==> config.mk <==
export PLATFORM = sky130hd
export DESIGN_NAME = bram_rd_ctrl
export DESIGN_NICKNAME = d
export VERILOG_FILES = /design/src/rtl/bram_pkg.sv /design/src/rtl/bram_rsp_fifo.sv /design/src/rtl/bram_rd_ctrl.sv
export SDC_FILE = /design/constraint.sdc
export NUM_CORES = 1
export LEC_CHECK = 0
export CORE_MARGIN = 8
export CORE_UTILIZATION = 55
export CTS_BUF_LIST = sky130_fd_sc_hd__clkbuf_4
export CTS_CLUSTER_SIZE = 16
export DETAILED_ROUTE_END_ITERATION = 7
export MAX_ROUTING_LAYER = met4
export PLACE_DENSITY = 0.82
export SETUP_SLACK_MARGIN = 0.05
export SLEW_MARGIN = 20
export SYNTH_ARGS = -nofsm -noshare
export SYNTH_HDL_FRONTEND = slang
export SYNTH_HIERARCHICAL = 1
export SYNTH_SLANG_ARGS = --single-unit
export TNS_END_PERCENT = 20
==> constraint.sdc <==
create_clock -name CLK -period 5.8 [get_ports CLK]
set_clock_uncertainty 0.1 [all_clocks]
set_input_delay 1.74 -clock CLK [delete_from_list [all_inputs] [get_ports CLK]]
set_output_delay 1.74 -clock CLK [all_outputs]
set_load 0.02 [all_outputs]
==> src/rtl/bram_pkg.sv <==
// bram_pkg: shared defaults and credit-counter width helper for the BRAM read front end
package bram_pkg;
  localparam int BRAM_AW = 10;
  localparam int BRAM_DW = 32;
  localparam int BRAM_LATENCY = 2;
  function automatic int cnt_w(input int depth);
    return $clog2(depth + 1);
  endfunction
endpackage

==> src/rtl/bram_rsp_fifo.sv <==
// bram_rsp_fifo: synchronous response FIFO of any depth with registered storage
//   CLK, RST_L : clock, asynchronous active-low reset
//   push, din  : write din at the write pointer
//   pop        : advance the read pointer (ignored when empty)
//   count      : occupancy, head : entry at the read pointer
module bram_rsp_fifo
  import bram_pkg::*;
#(
  parameter int DW = BRAM_DW,
  parameter int DEPTH = 4,
  localparam int CW = cnt_w(DEPTH)
) (
  input  logic          CLK,
  input  logic          RST_L,
  input  logic          push,
  input  logic [DW-1:0] din,
  input  logic          pop,
  output logic [CW-1:0] count,
  output logic [DW-1:0] head
);
  localparam int PW = DEPTH > 1 ? $clog2(DEPTH) : 1;
  logic [DW-1:0] mem [DEPTH];
  logic [PW-1:0] wr, rd;
  logic do_pop;
  function automatic logic [PW-1:0] inc(input logic [PW-1:0] p);
    return p == PW'(DEPTH - 1) ? '0 : p + 1'b1;
  endfunction
  assign do_pop = pop && count != '0;
  assign head = mem[rd];
  always_ff @(posedge CLK or negedge RST_L)
    if (!RST_L) begin
      wr <= '0;
      rd <= '0;
      count <= '0;
    end else begin
      if (push) wr <= inc(wr);
      if (do_pop) rd <= inc(rd);
      count <= count + CW'(push) - CW'(do_pop);
    end
  always_ff @(posedge CLK)
    if (push) mem[wr] <= din;
  a_no_overflow: assert property (@(posedge CLK) disable iff (!RST_L)
    !(push && !pop && count == CW'(DEPTH)));
endmodule

==> src/rtl/bram_rd_ctrl.sv <==
// bram_rd_ctrl: BRAM read-request front end with latency pipeline and credit-protected response FIFO
//   CLK, RST_L                     : clock, asynchronous active-low reset
//   req_valid/req_ready/req_addr   : read request handshake
//   ram_re/ram_addr/ram_dout       : fixed-latency RAM read port
//   rsp_valid/rsp_ready/rsp_data   : in-order response handshake
//   busy                           : reads in flight or responses queued
module bram_rd_ctrl
  import bram_pkg::*;
#(
  parameter int AW = BRAM_AW,
  parameter int DW = BRAM_DW,
  parameter int LATENCY = BRAM_LATENCY,
  parameter int FIFO_DEPTH = 4
) (
  input  logic          CLK,
  input  logic          RST_L,
  input  logic          req_valid,
  output logic          req_ready,
  input  logic [AW-1:0] req_addr,
  output logic          ram_re,
  output logic [AW-1:0] ram_addr,
  input  logic [DW-1:0] ram_dout,
  output logic          rsp_valid,
  input  logic          rsp_ready,
  output logic [DW-1:0] rsp_data,
  output logic          busy
);
  localparam int CW = cnt_w(FIFO_DEPTH);
  logic [CW-1:0] outstanding, count;
  logic [LATENCY-1:0] vpipe;
  logic fire, pop;
  // outstanding covers in-flight reads plus queued entries, so a granted request always has a FIFO slot
  always_comb begin
    req_ready = RST_L && outstanding < CW'(FIFO_DEPTH);
    fire = req_valid && req_ready;
    ram_re = fire;
    ram_addr = req_addr;
    rsp_valid = count != '0;
    pop = rsp_valid && rsp_ready;
    busy = outstanding != '0;
  end
  // shift in fire at bit0; the cast drops the old tail bit and works for LATENCY=1
  always_ff @(posedge CLK or negedge RST_L)
    if (!RST_L) begin
      vpipe <= '0;
      outstanding <= '0;
    end else begin
      vpipe <= LATENCY'({vpipe, fire});
      outstanding <= outstanding + CW'(fire) - CW'(pop);
    end
  bram_rsp_fifo #(.DW(DW), .DEPTH(FIFO_DEPTH)) u_fifo (
    .CLK(CLK),
    .RST_L(RST_L),
    .push(vpipe[LATENCY-1]),
    .din(ram_dout),
    .pop(pop),
    .count(count),
    .head(rsp_data)
  );
endmodule
==> results.md <==
- Status: finished clean
- Pins Over Slew Limit: 0
- Vias in the first global route: 2609
- Post-Syn Nets: 289
- Drt total wl: 9030 um
- Later-pin clock latency in the skew report: 0.49 ns
- Crit-path max FO: 13
- Yosys warnings: 6
- NumNets Final: 363
- Via count: 2398
- Share of the synthesized area in the top cell type: 71.2%
- Hold path start: vpipe[0]
- Ys flop type: edfxtp_1
- # clock sinks: 140
- Area Growth Syn to Fin: 19.9%
- CORE AREA: 0.00964 sq mm
- Dominant cell type by area after synthesis: edfxtp_1
- Post-synth top cells: edfxtp_1 (128), mux4_2 (28), dfrtp_1 (12)
- Leak Pwr: 2.18 nW
- Total CTS buffers: 17
- GRT overflow: 0
- Post-route minimum period: 5.10 ns
- H-tree lvl count: 4
- Largest net degree at the start of global routing: 35
- DRT iter0 DRCs: 115
- RSZ-0062 raised after global routing: no
- FF-to-FF path depth: 10
- Ys async rst share: 8.57%
- N_diodes: 0
- Cell Rows: 36
- Post-detail-place hpwl: 5310 um
- Die H: 115 um
- Worst min path class: reg2reg
- Setup bufs post-CTS: 0
- Hold path depth: 0
- Fillers: 674
- Drt pass-1 iters: 4
- CTS tree: done
- Slew HR: 35.5%
- Clock root cell: clkbuf_4
- GRT Resource Usage Total: 14.9%
- Worst Path Required: 3.96 ns
- First-pass GRT wire length: 14100 um
- # resized after CTS: 0
- Routed len/inst: 20.0 um
- Final ANT Viol Nets: 0
- DIE WIDTH: 115 um
- Setup WS post-layout: 0.695 ns
- CP Capture Type: primary output
- PD cells: 462 mW/mm^2
- Final Cycle Share: 88.0%
- GR Layer Usage met1: 18.8%
- Yosys reg bits: 140
- Syn Area/Cell: 23.3 sq um
- Reg2Reg Launch Point: u_fifo/count[1]
- Total area of sequential cells: 0.00415 sq mm
- Setup TNS Final: 0 ns
- Unique masters post-synth: 25
- Post-Syn Area: 0.00540 sq mm
- Met3 Use GR: 5.51%
- Peak Freq: 196 MHz
- Most common cell in the netlist: edfxtp_1
- Initial antenna violation count: 0
- Worst EP arrival: 3.26 ns
- Max Root-Sink Buffers: 2
- Vias/cell: 5.31
- GPL Wtd Cong: 0.657
- I/O pins: 92
- Multi-input gate area: 0.00105 sq mm
- Pre-CTS WS: 0.665 ns
- Reg clk slew, reported paths: 0.12 ns
- Die Area: 0.0132 sq mm
- Layout cell share with drive strength beyond 1: 22.6%
- Starting Density: 56.0%
- WS Path Type: in2out
- # hold bufs at CTS: 0
- Hold path endpoint: vpipe[1]
- Final setup violation count: 0
- Final Hold Violating Endpoints: 0
- Slew @ Worst Pin: 0.967 ns
- Met2 GRT Util: 22.5%
- Sequential fraction of the synthesis area: 76.7%
- Buffers added on ports: 71
- Number of synthesized flops with an enable pin: 128
- Synthesized instance count: 232
- VDD IR max: 0.000358 V
- DRC Markers: 0
- Top post-synthesis cells by area: edfxtp_1 (71%), mux4_2 (12%), dfrtp_1 (5.6%)
- Maxcap violations: 0
- CP startpoint kind: input pin
- R2r endpoint: u_fifo/count[2]
- FF-to-FF setup slack: 3.37 ns
- GRT busiest layer: met2
[kinds of logic (layout without fill, tap and decap cells)]
group                      count (synthesis)  in the layout  synth area share, %
AOI/OAI and AO/OA                          4              4                0.487
xor gates and xnor gates                   3              3                0.741
adders and majority gates                 11             11                 2.83
buffers and inverters                     29            116                 3.82
DFF                                      140            140                 76.7
muxes                                     34             34                 14.0
and+or+nand+nor                           11             11                 1.34
[sequential cells by signal (all words and copies together), names as in the netlist]
register      flops
vpipe             2
outstanding       3
u_fifo/wr         2
u_fifo/count      3
u_fifo/rd         2
u_fifo/mem      128
[layer usage]
layer  up-vias  part of all wire, %
met2        85                   48
met5         -                    0
met1      1227                   45
met3         2                  6.0
li1       1084                    -
met4         0                 0.27
[through the flow]
step	hold slack, ns	power, mW	instances	util (%)	instance area (sq um)
global placement	0.241	2.30	420	63.6	6130
CTS	0.275	3.04	452	67.2	6470
global route	0.287	3.15	452	67.2	6470
finish	0.281	2.99	452	67.2	6470
floorplan	0.231	1.98	232	-	5400
detailed placement	0.242	2.33	420	63.6	6130
[area by class of cell]
| cell class | instances | area share (%) |
|---|---|---|
| clock buffers | 17 | 1.97 |
| flip-flops and latches | 140 | 64.1 |
| multi-input cells | 63 | 16.3 |
| repair buffers | 73 | 11.2 |
| clock inverters | 15 | 3.27 |
| inverters | 11 | 0.638 |
| well taps | 133 | 2.57 |
[worst max path at each step]
stage	depth (start not counted)	slack, ns	startpoint	end
after floorplan	1	1.97	req_valid	ram_re
after global placement	4	0.71	RST_L	ram_re
after detailed placement	4	0.67	RST_L	ram_re
after CTS	4	0.66	RST_L	ram_re
after global routing	4	0.61	RST_L	ram_re
final	4	0.70	RST_L	ram_re
[placed cells by master, fill, tap and decap left out, types with 3 or more instances in the layout]
cell type and instances:
ha_1 9, inv_6 3, edfxtp_1 128, bufinv_16 4
mux4_2 28, dfrtp_1 10, clkdlybuf4s50_1 71, clkinv_4 4
mux4_1 4, inv_1 11, clkbuf_4 17, and2_2 4
[power by group]
group	switching [mW]	total (mW)	internal [mW]
clock network	0.356	0.706	0.350
logic	0.411	0.938	0.527
registers	0.140	1.35	1.21
total	0.907	2.99	2.09
[critical path, cell delays in order]
cell	delay [ns]
clkdlybuf4s50_1	0.47
buf_4	0.20
and3b_2	0.23
clkdlybuf4s50_1	0.62
Note: power is estimated with default switching activity, not from simulation.
